<file path="config.mk">
export PLATFORM = sky130hd
export DESIGN_NAME = icache_miss_ctrl
export DESIGN_NICKNAME = d
export VERILOG_FILES = /design/src/rtl/icache_miss_ctrl.sv
export SDC_FILE = /design/constraint.sdc
export NUM_CORES = 1
export LEC_CHECK = 0
export ABC_AREA = 0
export CORE_AREA = 3 3 117 119
export CTS_CLUSTER_SIZE = 30
export DETAILED_ROUTE_END_ITERATION = 6
export DIE_AREA = 0 0 120 122
export DONT_BUFFER_PORTS = 1
export GPL_TIMING_DRIVEN = 0
export PLACE_DENSITY = 0.67
export SLEW_MARGIN = 15
export SYNTH_ARGS = -nofsm -noshare
export SYNTH_HDL_FRONTEND = slang
export SYNTH_SLANG_ARGS = --single-unit
</file>
<file path="constraint.sdc">
create_clock -name clk -period 1.7 [get_ports clk]
set_input_delay 0.255 -clock clk [delete_from_list [all_inputs] [get_ports clk]]
set_output_delay 0.255 -clock clk [all_outputs]
set_load 0.01 [all_outputs]
</file>
<file path="src/rtl/icache_miss_ctrl.sv">
// icache_miss_ctrl: I-cache line refill sequencer between fetch and memory.
// Ports: clk, rst (async active-low); icRE/icReadHit/icReadAddrIn/flush from
//   fetch; memReq* request and memResp* beat channel to the memory arbiter;
//   fillWE/fillAddr/fillData line write to the I-cache array; missBusy stall.
//   Optional missCount output when ICACHE_MISS_PERF_COUNTER_EN is defined.
module icache_miss_ctrl #(
    parameter int ADDR_WIDTH = 32,
    parameter int LINE_BYTES = 16,
    parameter int BEAT_WIDTH = 32
) (
    input  logic                    clk,
    input  logic                    rst,
    input  logic                    icRE,
    input  logic                    icReadHit,
    input  logic [ADDR_WIDTH-1:0]   icReadAddrIn,
    input  logic                    flush,
    output logic                    memReqValid,
    input  logic                    memReqReady,
    output logic [ADDR_WIDTH-1:0]   memReqAddr,
    input  logic                    memRespValid,
    input  logic [BEAT_WIDTH-1:0]   memRespData,
    output logic                    fillWE,
    output logic [ADDR_WIDTH-1:0]   fillAddr,
    output logic [LINE_BYTES*8-1:0] fillData,
    output logic                    missBusy
`ifdef ICACHE_MISS_PERF_COUNTER_EN
    ,
    output logic [31:0]             missCount
`endif
);

    localparam int BEATS = LINE_BYTES * 8 / BEAT_WIDTH;
    localparam int BW    = (BEATS > 1) ? $clog2(BEATS) : 1;

    localparam logic [ADDR_WIDTH-1:0] OFF_MASK  = ADDR_WIDTH'(LINE_BYTES - 1);
    localparam logic [BW-1:0]         LAST_BEAT = BW'(BEATS - 1);

    localparam logic [1:0] S_IDLE  = 2'd0;
    localparam logic [1:0] S_REQ   = 2'd1;
    localparam logic [1:0] S_WAIT  = 2'd2;
    localparam logic [1:0] S_WRITE = 2'd3;

    logic [1:0]                           r_state;
    logic [ADDR_WIDTH-1:0]                r_addr;
    logic [BW-1:0]                        r_beat;
    logic                                 r_abort;
    logic [BEATS-1:0][BEAT_WIDTH-1:0]     r_buf;

    logic w_miss;

    assign w_miss = icRE && !icReadHit && !flush;

    always_ff @(posedge clk or negedge rst) begin
        if (!rst) begin
            r_state <= S_IDLE;
            r_addr  <= '0;
            r_beat  <= '0;
            r_abort <= 1'b0;
            r_buf   <= '0;
        end else begin
            case (r_state)
                S_IDLE: begin
                    if (w_miss) begin
                        r_addr  <= icReadAddrIn & ~OFF_MASK;
                        r_state <= S_REQ;
                    end
                end
                S_REQ: begin
                    // A flush beats a same-cycle accept: nothing is issued.
                    if (flush) begin
                        r_state <= S_IDLE;
                    end else if (memReqReady) begin
                        r_beat  <= '0;
                        r_state <= S_WAIT;
                    end
                end
                S_WAIT: begin
                    // The request is already outstanding, so a flush only
                    // suppresses the final write; all beats are still drained.
                    if (flush) begin
                        r_abort <= 1'b1;
                    end
                    if (memRespValid) begin
                        r_buf[r_beat] <= memRespData;
                        if (r_beat == LAST_BEAT) begin
                            r_beat  <= '0;
                            r_state <= S_WRITE;
                        end else begin
                            r_beat <= r_beat + BW'(1);
                        end
                    end
                end
                S_WRITE: begin
                    r_abort <= 1'b0;
                    r_state <= S_IDLE;
                end
                default: begin
                    r_state <= S_IDLE;
                end
            endcase
        end
    end

    assign memReqValid = (r_state == S_REQ);
    assign memReqAddr  = r_addr;
    assign fillWE      = (r_state == S_WRITE) && !r_abort;
    assign fillAddr    = r_addr;
    assign fillData    = r_buf;
    assign missBusy    = (r_state != S_IDLE);

`ifdef ICACHE_MISS_PERF_COUNTER_EN
    logic [31:0] r_missCount;

    always_ff @(posedge clk or negedge rst) begin
        if (!rst) begin
            r_missCount <= '0;
        end else if (fillWE) begin
            r_missCount <= r_missCount + 32'd1;
        end
    end

    assign missCount = r_missCount;
`endif

`ifndef SYNTHESIS
    a_no_resp_in_idle: assert property (
        @(posedge clk) disable iff (!rst)
        !((r_state == S_IDLE) && memRespValid)
    ) else $error("memory response beat while idle");
`endif

endmodule

</file>
Word level (Yosys, flattened, before mapping). Cells that the tools add are included.

Equal/unequal tests: 11. Shift operators: 0. Add/sub/neg operators: 1. $mul: 0. Bitwise logic cells: 0. Muxes and demuxes: 16. Divide/modulo/power cells: 0. Reductions and logical operators: 16. $lt $le $gt $ge: 2.

Operator list (number): 128-bit bitwise mux (1); 32-bit demux with 2-bit select (1); 32-bit 2-to-1 mux (1); 2-bit 2-to-1 mux (9); 2-bit != test, second input constant (5); 2-bit case mux with 4 select lines (1); 4-bit AND reduction (2); 2-bit equality test, second input constant (3); 2-bit AND reduction (3); 2-bit nonzero test (3); 1-bit logical AND (4); 2-bit case mux with 2 select lines (1); 1-bit zero test (3); 2-bit by 3-bit less-than comparator with 1-bit output, second input constant (1); 3-bit by 2-bit != test with 1-bit output, second input constant (1); 2-bit by 1-bit adder with 2-bit output, second input constant (1); 2-bit by 1-bit equality test with 1-bit output, second input constant (1); 2-bit by 1-bit >= comparator with 1-bit output, second input constant (1); 2-bit zero test (1); 2-bit by 1-bit != test with 1-bit output, second input constant (1); 1-bit case mux with 2 select lines (1); 1-bit 2-to-1 mux (1).

Memories: 0. Latch bits: 0. Memory bits (read-only): 0. Bits of input ports: 71. Flip-flop bits (word level): 161. Logic and storage cells: 54. Memory bits (writable): 0.

Logic depth before layout (Yosys ltp).
Depth after elaboration: 5. Gate-level depth with buffers: 6. Mapped depth without buffers: 4.

Least setup slack after synthesis. OpenSTA, ideal clock, no wires.

Kind: register to register. From: reg with a tool-made name. To: reg r_addr[22], in the netlist fillAddr[22]. Period minus slack after synthesis: 1.765 ns. Arrival: 1.638 ns. Setup slack: -0.065 ns. Stages on the path, launching flop included: 7. Setup time: 0.127 ns. Cell sequence: dfrtp_1 -> buf_6 -> or2_4 -> nor4b_4 -> buf_6 -> buf_8 -> mux2_1.

RTL lines: end signal, assigned (line 64) `r_addr <= icReadAddrIn & ~OFF_MASK;`; end, declared (line 44) `logic [ADDR_WIDTH-1:0] r_addr;`.

Final worst setup path.
From: reg r_state[0]. To: reg r_addr[16], in the netlist fillAddr[16].

Longest elaborated chain between the ends: 2.

Ends and longest elaborated chain: start, declared (line 43) `logic [1:0] r_state;`; start signal, assigned (line 55) `r_state <= S_IDLE;`; start signal, assigned (line 65) `r_state <= S_REQ;`; start signal, assigned (line 71) `r_state <= S_IDLE;`; 2-bit zero test (line 61) `case (r_state)`; 2-bit AND reduction (no source line).

Every way passes these cells. A chain may end at the register's enable or synchronous reset.

==> out/summary.txt <==
Chip Height: 122 µm
Peak VDD IR: 906 µV
number of synthesized register bits: 161
post-route ant nets: 0
synth cell count leaders: dfrtp_1, mux2_2, buf_4
Most used DFF post-synth: dfrtp_1
worst endpoint required time: 1.99 ns
Hold Buf Count CTS: 61
family with the most delay on the worst path: simple AND/OR/NAND/NOR gates
worst slack at placement: -0.194 ns
Crit path buffers/inverters: 2
number of synthesis warnings: 0
IO Count: 266
Synth Area per Inst: 16.0 µm²
Final TNS setup: -6.20 ns
CP Cell Sequence: or2_4 -> nor4b_4 -> buf_4 -> buf_6 -> mux2_2
WL/cell: 21.4 µm
Post-Syn Instances: 400
FF-to-FF path depth: 5
placed cell areas: 6620 µm²
run status: complete, but fails checks
vias per cell: 5.14
HP Class: input port to async pin
area grow syn2layout: 30.5%
reg2reg setup slack: -0.12 ns
Final Cell Area: 8330 µm²
clock skew: 0.00756 ns
hpwl dp: 9550 µm
GRT Util Overall: 19.6%
critical path class: register to register
Max Cap Viol: 0
CP endpoint kind: register
Sink Count: 161
number of buffers added on ports: 0
synth top area cells: dfrtp_1, mux2_2, buf_4
# rows: 41
ys async rst share: 100%
crit-path max cell delay: 0.44 ns
Post-Route WL: 14800 µm
fin crit period: 1.82 ns
vias in the first global route: 3812
Final Hold Vio Count: 161
top-count cell post-synth: dfrtp_1
Max stage delay cell, worst path: dfrtp_2
TritonRoute pass-1 iters: 4
CTS tree: done
Worst EP arrival: 2.10 ns
full die area: 14600 µm²
Die Wd: 120 µm
Synth top area share: 63.1%
initial antenna violation count: 0
worst skew pair latency: 0.41 ns
Critical R2R Capture: fillAddr[16]$_DFFE_PN0P_
fraction of layout instances using a drive strength above 1: 51.2%
critical path depth: 5
total number of vias: 3548
maximum number of pins on one net before global-route repair: 162
register area share after synthesis: 63.1%
H-tree depth: 4
Post-synth EDFFs: 0
final setup margin: -0.116 ns
type of origin of the critical path: register
P per Cell Area: 1800 nW/µm²
crit path launch: r_state[0]$_DFFE_PN0P_
final core occ: 65.7%
GPL Wtd Cong: 0.729
Final #Nets: 580
violated checks: hold timing, setup timing
fmax: 551 MHz
total core area: 12700 µm²
Final period util: 107%
clock buffer depth: 2
# diodes: 0
Pwr Total: 15.0 mW
largest area contributor in the netlist: dfrtp_1
Crit Path Max Fanout: 5
leak pwr: 3.88 nW
Starting Density: 50.4%
mapped cell area: 6380 µm²
first-pass GRT wire length: 21800 µm
Hold WS: -0.456 ns
DRC: 0
RSZ-0062 raised after global routing: yes
Initial DRC Count: 164
CTS root buffer: clkbuf_16
# setup viols final: 90
Final Max Slew Viols: 0
Critical path destination: fillAddr[16]$_DFFE_PN0P_
grt ovf: 0
TritonCTS buffer count: 17
Unique masters post-synth: 23
critical register-to-register path startpoint: r_state[0]$_DFFE_PN0P_
Reg clk slew, reported paths: 0.06 ns
## per-layer routing
| layer | global-route usage, % | wire [µm] |
|---|---|---|
| met1 | 21.5 | 5400 |
| met2 | 33.1 | 7600 |
| met3 | 9.98 | 1640 |
| met4 | 6.59 | 147 |
| met5 | 0 | 0 |
## how the worst min path moves through the flow
stage	startpoint	endpoint	depth (start not counted)
6_report	rst	fillAddr[19]$_DFFE_PN0P_	0
5_1_grt	rst	fillData[92]$_DFFE_PN0P_	0
4_1_cts	rst	fillData[36]$_DFFE_PN0P_	0
3_5_place_dp	rst	fillAddr[19]$_DFFE_PN0P_	0
3_3_place_gp	rst	fillAddr[19]$_DFFE_PN0P_	0
2_1_floorplan	rst	async pin	0
## worst register-to-register path, cell delays in order (launching register included)
cell	delay (ns)
dfrtp_2	0.44
or2_4	0.29
nor4b_4	0.32
buf_4	0.18
buf_6	0.13
mux2_2	0.33
## registers in the layout, indices dropped and copies added (netlist names), named ones only
name,flops
fillAddr,28
fillData,128
r_abort,1
r_beat,2
r_state,1
## kinds of logic (layout without fill, tap and decap cells)
family,after synthesis,count (layout),synth area share (%)
flops,161,161,63.1
mux,158,158,27.9
buf+inv,56,167,6.14
simple gates,16,16,1.63
fa+ha+maj,4,4,0.784
compound gates,4,4,0.392
other cells,1,8,0.0588
## where the power goes
group | total (mW) | internal, mW | switching [mW]
Sequential | 7.95 | 5.64 | 2.31
Combinational | 3.55 | 2.32 | 1.23
Clock | 3.48 | 2.04 | 1.43
Total | 15.0 | 10.0 | 4.97
## stage by stage
step	cells	hold WS (ns)
after floorplan	407	-0.0406
after global placement	579	-0.0372
after detailed placement	579	-0.0364
after CTS	682	-0.481
final	690	-0.456
after global routing	690	-0.489
## layout by cell type, fill, tap and decap left out, types with 2 or more instances in the layout
cell,count
mux2_2,138
buf_16,2
clkinv_2,5
nand2_8,3
a21oi_1,3
buf_8,3
clkinvlp_4,3
inv_1,3
conb_1,8
buf_4,44
buf_6,10
clkbuf_16,20
buf_12,9
mux2_4,19
clkbuf_1,4
dlygate4sd3_1,61
dfrtp_1,160
ha_1,4
nand2_1,3
## layout make-up
type	instances	area, µm²
plain buffers	51	512
clock inverters	10	86.3
well taps	172	215
inverters	3	11.3
repair buffers	81	897
clock buffers	22	454
flip-flops and latches	161	4030
multi-input cells	190	2120
fillers	898	4340
## timing repair
item	in CTS	in global routing
setup buffers	9	6
endpoints found under the hold margin	318	161
resized for setup	53	30
endpoints found under the setup margin	148	142
pin swaps	1	3
gates cloned	2	4
(Power assumes the default switching activity.)
